==> src/rtl/hazard_ctrl.sv <==
// hazard_ctrl: pipeline hazard controller for the 5-stage datapath.
// Each cycle it decides, from the current inputs and the registered state,
// which pipeline latches hold (stall_*) and which take a bubble (flush_*),
// and whether the PC advances. All decision outputs are combinational.
//
// Ports:
//   CLK, nRST                 clock (rising edge), asynchronous active-low reset
//   ifid_rs/ifid_rt           source registers of the decode instruction
//   ifid_uses_rt              decode instruction reads rt
//   idex_rd/idex_wen/idex_load  destination / write / load flags of EX instruction
//   exmem_rd/exmem_wen        destination / write flag of MEM instruction
//   ihit, dhit                icache / dcache hit
//   dmemREN, dmemWEN          MEM-stage data request
//   branch_taken, jump        redirect resolved in EX
//   halt                      halt instruction at MEM/WB
//   stall_{ifid,idex,xmem,wb} hold latch
//   flush_{ifid,idex,xmem,wb} load bubble into latch
//   pc_en                     PC update enable
//   halted                    processor halted (sticky until reset)
//   stall_cycles              saturating count of pc_en=0 cycles outside HALTED
module hazard_ctrl #(
  parameter int REG_W            = 5,
  parameter int LOAD_USE_BUBBLES = 1,
  parameter int FORWARD_EN       = 1,
  parameter int CNT_W            = 32
) (
  input  logic             CLK,
  input  logic             nRST,
  input  logic [REG_W-1:0] ifid_rs,
  input  logic [REG_W-1:0] ifid_rt,
  input  logic             ifid_uses_rt,
  input  logic [REG_W-1:0] idex_rd,
  input  logic             idex_wen,
  input  logic             idex_load,
  input  logic [REG_W-1:0] exmem_rd,
  input  logic             exmem_wen,
  input  logic             ihit,
  input  logic             dhit,
  input  logic             dmemREN,
  input  logic             dmemWEN,
  input  logic             branch_taken,
  input  logic             jump,
  input  logic             halt,
  output logic             stall_ifid,
  output logic             stall_idex,
  output logic             stall_xmem,
  output logic             stall_wb,
  output logic             flush_ifid,
  output logic             flush_idex,
  output logic             flush_xmem,
  output logic             flush_wb,
  output logic             pc_en,
  output logic             halted,
  output logic [CNT_W-1:0] stall_cycles
);

  typedef enum logic [1:0] {RUN, BUBBLE, HALTED} state_t;

  localparam logic [2:0]       LU_RELOAD = 3'(LOAD_USE_BUBBLES - 1);
  localparam logic [CNT_W-1:0] CNT_ONE   = {{(CNT_W-1){1'b0}}, 1'b1};

  state_t     state, state_nxt;
  logic [2:0] cnt, cnt_nxt;
  logic       mem_busy, redirect, lu, raw;

  // Register 0 is hardwired to zero, so it never carries a dependency.
  function automatic logic dep(input logic [REG_W-1:0] rd,
                               input logic [REG_W-1:0] rs,
                               input logic [REG_W-1:0] rt,
                               input logic             uses_rt);
    return (rd != '0) && ((rd == rs) || (uses_rt && (rd == rt)));
  endfunction

  function automatic logic [CNT_W-1:0] sat_inc(input logic [CNT_W-1:0] v);
    return (&v) ? v : v + CNT_ONE;
  endfunction

  assign mem_busy = (dmemREN | dmemWEN) & ~dhit;
  assign redirect = branch_taken | jump;
  assign lu       = idex_load & idex_wen &
                    dep(idex_rd, ifid_rs, ifid_rt, ifid_uses_rt);
  assign raw      = (FORWARD_EN == 0) &&
                    ((idex_wen  && dep(idex_rd,  ifid_rs, ifid_rt, ifid_uses_rt)) ||
                     (exmem_wen && dep(exmem_rd, ifid_rs, ifid_rt, ifid_uses_rt)));

  always_comb begin
    stall_ifid = 1'b0;
    stall_idex = 1'b0;
    stall_xmem = 1'b0;
    stall_wb   = 1'b0;
    flush_ifid = 1'b0;
    flush_idex = 1'b0;
    flush_xmem = 1'b0;
    flush_wb   = 1'b0;
    pc_en      = ihit;
    halted     = 1'b0;
    state_nxt  = state;
    cnt_nxt    = cnt;
    if (!nRST) begin
      // Every latch takes a bubble while reset is held.
      flush_ifid = 1'b1;
      flush_idex = 1'b1;
      flush_xmem = 1'b1;
      flush_wb   = 1'b1;
      pc_en      = 1'b0;
      state_nxt  = RUN;
      cnt_nxt    = 3'd0;
    end else if (state == HALTED) begin
      stall_ifid = 1'b1;
      stall_idex = 1'b1;
      stall_xmem = 1'b1;
      stall_wb   = 1'b1;
      pc_en      = 1'b0;
      halted     = 1'b1;
    end else if (halt && !mem_busy) begin
      flush_ifid = 1'b1;
      flush_idex = 1'b1;
      flush_xmem = 1'b1;
      pc_en      = 1'b0;
      state_nxt  = HALTED;
      cnt_nxt    = 3'd0;
    end else if (mem_busy) begin
      // Whole front end freezes; state and bubble count are held so a
      // pending load-use penalty resumes after the miss resolves.
      stall_ifid = 1'b1;
      stall_idex = 1'b1;
      stall_xmem = 1'b1;
      flush_wb   = 1'b1;
      pc_en      = 1'b0;
    end else if (redirect) begin
      // The stalled decode instruction is on the wrong path anyway.
      flush_ifid = 1'b1;
      flush_idex = 1'b1;
      pc_en      = 1'b1;
      state_nxt  = RUN;
      cnt_nxt    = 3'd0;
    end else if (state == BUBBLE) begin
      stall_ifid = 1'b1;
      flush_idex = 1'b1;
      pc_en      = 1'b0;
      cnt_nxt    = cnt - 3'd1;
      if (cnt <= 3'd1) state_nxt = RUN;
    end else if (lu || raw) begin
      stall_ifid = 1'b1;
      flush_idex = 1'b1;
      pc_en      = 1'b0;
      if (lu && (LOAD_USE_BUBBLES > 1)) begin
        state_nxt = BUBBLE;
        cnt_nxt   = LU_RELOAD;
      end
    end else if (!ihit) begin
      flush_ifid = 1'b1;
    end
  end

  always_ff @(posedge CLK or negedge nRST) begin
    if (!nRST) begin
      state        <= RUN;
      cnt          <= 3'd0;
      stall_cycles <= '0;
    end else begin
      state <= state_nxt;
      cnt   <= cnt_nxt;
      if (!pc_en && (state != HALTED)) stall_cycles <= sat_inc(stall_cycles);
    end
  end

endmodule

==> config.mk <==
export PLATFORM = sky130hd
export DESIGN_NAME = hazard_ctrl
export DESIGN_NICKNAME = d
export VERILOG_FILES = /design/src/rtl/hazard_ctrl.sv
export SDC_FILE = /design/constraint.sdc
export NUM_CORES = 1
export LEC_CHECK = 0
export ABC_AREA = 1
export CAP_MARGIN = 5
export CORE_ASPECT_RATIO = 1.75
export CORE_MARGIN = 5
export CORE_UTILIZATION = 50
export DETAILED_ROUTE_END_ITERATION = 8
export PLACE_DENSITY_LB_ADDON = 0.05
export SYNTH_ARGS = -nofsm -noshare
export SYNTH_HDL_FRONTEND = slang
export SYNTH_SLANG_ARGS = --single-unit
==> constraint.sdc <==
create_clock -name CLK -period 3.4 [get_ports CLK]
set_input_delay 0.51 -clock CLK [delete_from_list [all_inputs] [get_ports CLK]]
set_output_delay 0.51 -clock CLK [all_outputs]
set_load 0.01 [all_outputs]
After elaboration in Yosys (flattened, before gate mapping):

Cells that the tools add are included.

* flip-flop bits (word level): 37
* output and inout port bits: 42

* $add $sub $neg: 2
* magnitude comparators: 1
* eq/ne operators: 9
* multiplexer cells: 51
* bitwise gates (word level): 7
* reductions and logical operators: 12

Operator list (number)
* $mux 1: 38
* $add 32x1->32 const B: 1
* $reduce_and 32->1: 1
* $mux 3: 6
* $mux 2: 7
* $eq 5x5->1: 2
* $ne 4x1->1 const B: 2
* $reduce_bool 5->1: 1
* $logic_and 1x1->1: 4
* $ne 2x2->1 const B: 2
* $reduce_and 4->1: 1
* $and 1x1->1: 3
* $le 3x1->1 const B: 1
* $ne 3x2->1 const B: 1
* $reduce_and 3->1: 1
* $sub 3x1->3 const B: 1
* $eq 2x1->1 const B: 1
* $eq 2x2->1 const B: 1
* $logic_not 1->1: 2
* $not 1->1: 2
* $or 1x1->1: 2
* $reduce_and 2->1: 1
* $logic_or 1x1->1: 1

Depth between registers and ports, before layout:

* depth after elaboration: 15
* gate-level depth with buffers: 12
* depth with buffers taken out: 11

Worst setup path after synthesis:

Ideal clock, no wire load.

* path type: input -> output
* from: input dmemWEN
* to: output flush_ifid
* arrival: 1.456 ns
* setup slack: 1.434 ns
* stages on the path: 7
* buffers on the path: 0
* cells stage by stage: o21bai_1 -> nand2_1 -> nand2_1 -> inv_1 -> nor2_1 -> nor2_1 -> a21oi_1

* longest elaborated chain between the ends: 7
* elaborated cells on any way between the ends: 8
* classes of those cells: mux: 4; bitwise: 2; reduce/logical: 2

RTL lines
* from (decl): line 40 `input logic dmemWEN,`
* $or 1x1->1 *: line 78 `assign mem_busy = (dmemREN | dmemWEN) & ~dhit;`
* $and 1x1->1 *: line 78
* $logic_not 1->1: line 115 `end else if (halt && !mem_busy) begin`
* $logic_and 1x1->1: line 115
* $mux 1 *: line 115
* $mux 1 *: line 108 `end else if (state == HALTED) begin`
* $mux 1 *: line 99 `if (!nRST) begin`
* to (decl): line 48 `output logic flush_ifid,`

Mark *: on every way between the ends. The rest lies on a longest branch, timed or not.

Worst setup path after layout:

* from: input idex_rd[4]
* to: output stall_ifid

* longest elaborated chain between the ends: 12
* elaborated cells on any way between the ends: 14
* classes of those cells: eq/ne: 2; mux: 7; bitwise: 1; reduce/logical: 4

RTL lines
* from (decl): line 32 `input logic [REG_W-1:0] idex_rd,`
* $eq 5x5->1: line 71 `return (rd != '0) && ((rd == rs) || (uses_rt && (rd == rt)));`
* $logic_and 1x1->1: line 71
* $logic_or 1x1->1: line 71
* $logic_and 1x1->1 *: line 71
* $and 1x1->1 *: line 80 `assign lu = idex_load & idex_wen &`
* $mux 1 *: line 143 `end else if (lu || raw) begin`
* $mux 1 *: line 137 `end else if (state == BUBBLE) begin`
* $mux 1 *: line 130 `end else if (redirect) begin`
* $mux 1 *: line 122 `end else if (mem_busy) begin`
* $mux 1 *: line 115
* $mux 1 *: line 108
* $mux 1 *: line 99
* to (decl): line 44 `output logic stall_ifid,`

Marks and branches as above.

==> results.json <==
{
  "cts_max_level": 2,
  "detail-route-antenna-nets": 0,
  "period_share": 0.872,
  "ys_top_cells_by_area": "dfrtp_1 (33%), nand2_1 (25%), nor2_1 (9.5%), nand4_1 (8.5%), xnor2_1 (6.3%)",
  "period_needed_ns": 2.96,
  "max_freq_ghz": 0.337,
  "cpMaxStageDelayCell": "clkdlybuf4s50_1",
  "yosysMostFrequentCell": "nand2_1",
  "avgViaCountPerCell": 5.22,
  "port_buffers": 68,
  "place.gp.congestion": 0.945,
  "ios": 75,
  "cts-root-buf": "clkbuf_8",
  "hold_viol": 0,
  "busiest_layer": "met2",
  "critical-path-max-stage-delay_ns": 0.59,
  "placed_cells": 509,
  "min_path_type": "primary input to async pin",
  "tightestPinTransition_ns": 0.436,
  "antenna_found_initial": 0,
  "vdd_drop_max_mv": 0.326,
  "synth_edf_count": 0,
  "p_leak_nw": 1.58,
  "die_w_um": 63.5,
  "postSynthCellCount": 396,
  "grt_util_met1": 0.223,
  "track_usage": 0.221,
  "drive_gt1_frac": 0.0346,
  "ys_warn_count": 0,
  "syn2layout_area_growth_pct": 32.8,
  "critPathTopFamily": "buffers and inverters",
  "final.setup_skew_ns": 0.00733,
  "synth.top_cell.area_share": 0.330,
  "holdWs_ns": 0.371,
  "worst_slew_margin_rel": 0.709,
  "clockBufferDepth": 2,
  "drv_cap": 0,
  "critical_path.most_common_cell": "nand2_1",
  "setup_tns_ns": 0,
  "startpoint_type": "primary input",
  "numCtsBuffers": 5,
  "fillers": 455,
  "drc_errors": 0,
  "yosys.area.top_type": "dfrtp_1",
  "cp_cell_sequence": "clkdlybuf4s50_1 -> inv_1 -> nand2_1 -> nand2_1 -> nor2_1 -> nand3_1 -> nand2_1 -> nand3_1 -> o21ai_0 -> clkdlybuf4s50_1",
  "hpwlAfterDp_um": 5690,
  "cts_sinks": 33,
  "stdcell_count": 517,
  "wl_per_cell_um": 14.0,
  "first_global_vias": 2669,
  "yosysSeqAreaShare": 0.330,
  "worstSetupEndpointType": "output port",
  "rsz0062_at_grt": "false",
  "grtUsageMet3": 0.0401,
  "async_reset_ff_frac": 1.00,
  "postSynthAreaPerCell_sq_um": 6.31,
  "antenna_cells": 0,
  "netlist_area_sq_um": 2500,
  "setup_viol": 0,
  "synth-seq-cells": 33,
  "worst-endpoint-arrival_ns": 2.45,
  "critPathRequiredTime_ns": 2.89,
  "p_per_area_nw_per_um2": 362,
  "grt_pass1_wl_um": 11900,
  "firstDrtPassIters": 5,
  "insertion_delay_ns": 0.29,
  "finalMaxSlewViolations": 0,
  "die-area_sq_um": 6570,
  "path_clk_slew_ns": 0.07,
  "critPathKind": "primary input to output port",
  "outcome": "completed",
  "cts_tree": "yes",
  "post-place-ws_ns": 0.445,
  "vias": 2701,
  "met2_usage": 0.421,
  "die_y_um": 104,
  "cts_setup_buffers": 0,
  "hold_buffers": 0,
  "rows": 34,
  "grt_overflow": 0,
  "cp_max_fo": 3,
  "first_iter_violations": 164,
  "wl_um": 7220,
  "synth_fp_nets": 430,
  "yosys-top-cells-count": "nand2_1 (168), nor2_1 (63), nand4_1 (34)",
  "fin_nets": 496,
  "grt_max_degree": 36,
  "synth_flop_cell": "dfrtp_1",
  "coreArea_sq_um": 4930,
  "initial_utilization": 0.507,
  "synthDistinctLibCells": 21,
  "cp_num_buf_inv": 3,
  "r2r_slack_ns": 1.35,
  "ctsResizeCount": 0,
  "fin_ws_ns": 0.437
}
## stage by stage
| stage | instance area, sq um | power [W] | utilization |
|---|---|---|---|
| after CTS | 3320 | 0.00121 | 0.673 |
| after floorplan | 2500 | 0.000653 | - |
| after detailed placement | 3200 | 0.000819 | 0.649 |
| after global routing | 3320 | 0.00127 | 0.673 |
| final | 3320 | 0.00120 | 0.673 |
| after global placement | 3200 | 0.000813 | 0.649 |
## layout make-up
type / count / area (sq um) / area share
Clock inverter: 1 / 30.0 / 0.00904
Tap cell: 54 / 67.6 / 0.0203
Sequential cell: 33 / 826 / 0.249
Multi-Input combinational cell: 316 / 1470 / 0.444
Inverter: 33 / 124 / 0.0373
Timing Repair Buffer: 73 / 713 / 0.215
Clock buffer: 7 / 86.3 / 0.0260
## layer usage
layer / vias up / routed length [um]
met5: - / 0
met4: 0 / 251
met3: 19 / 390
met2: 87 / 4010
met1: 1223 / 2570
li1: 1372 / -
## layout by cell type, fill, tap and decap left out
cell / Yosys / layout
xor2_1: 12 / 12
nand2_2: 1 / 1
bufinv_16: 0 / 1
inv_1: 32 / 32
dfrtp_1: 33 / 33
nand4_1: 34 / 34
clkbuf_8: 0 / 6
nand4_2: 1 / 1
o21ai_0: 3 / 3
xnor2_1: 18 / 18
buf_4: 5 / 5
nand3_2: 1 / 1
clkinv_1: 1 / 1
nor3_1: 2 / 2
a21oi_1: 3 / 3
nand2_1: 168 / 168
clkbuf_1: 5 / 1
o21bai_1: 1 / 1
nand3_1: 7 / 7
o31ai_1: 1 / 1
ha_1: 1 / 1
clkdlybuf4s50_1: 0 / 67
buf_2: 4 / 1
nor2_1: 63 / 63
## worst reg2reg max path: stages, from the launching register on
cell and delay (ns):
dfrtp_1 0.43, ha_1 0.30, nand4_1 0.14, nor2_1 0.14
nand4_2 0.29, nand3_2 0.17, buf_4 0.33, nand2_1 0.10
nand2_1 0.07
## flip-flops by register name (all words and copies together) (netlist names)
name,cells
state,1
stall_cycles,32
## kinds of logic after synthesis
group / count (synthesis) / share of synthesized area
AOI/OAI and AO/OA: 8 / 0.0180
buffers and inverters: 47 / 0.0801
DFF: 33 / 0.330
adders and majority gates: 1 / 0.00500
and+or+nand+nor: 277 / 0.461
xor gates and xnor gates: 30 / 0.105
## path summary, 6_finish.rpt
path | startpoint | endpoint | depth (start not counted)
max | idex_rd[4] | stall_ifid | 10
min | nRST | stall_cycles[15]$_DFFE_PN0P_ | 2
max reg2reg | stall_cycles[0]$_DFFE_PN0P_ | stall_cycles[8]$_DFFE_PN0P_ | 8
min reg2reg | stall_cycles[30]$_DFFE_PN0P_ | stall_cycles[30]$_DFFE_PN0P_ | 2
max in group asynchronous | nRST | stall_cycles[27]$_DFFE_PN0P_ | 2
min in group CLK | stall_cycles[30]$_DFFE_PN0P_ | stall_cycles[30]$_DFFE_PN0P_ | 2
## power breakdown
| part | internal, W | switching [W] | leakage, nW | total [W] |
|---|---|---|---|---|
| clock network | 0.000239 | 0.000152 | 0.0585 | 0.000392 |
| registers | 0.000427 | 0.0000517 | 0.452 | 0.000479 |
| logic | 0.000166 | 0.000166 | 1.07 | 0.000332 |
| total | 0.000832 | 0.000371 | 1.58 | 0.00120 |
No activity file was read; power rests on OpenSTA's default activity.
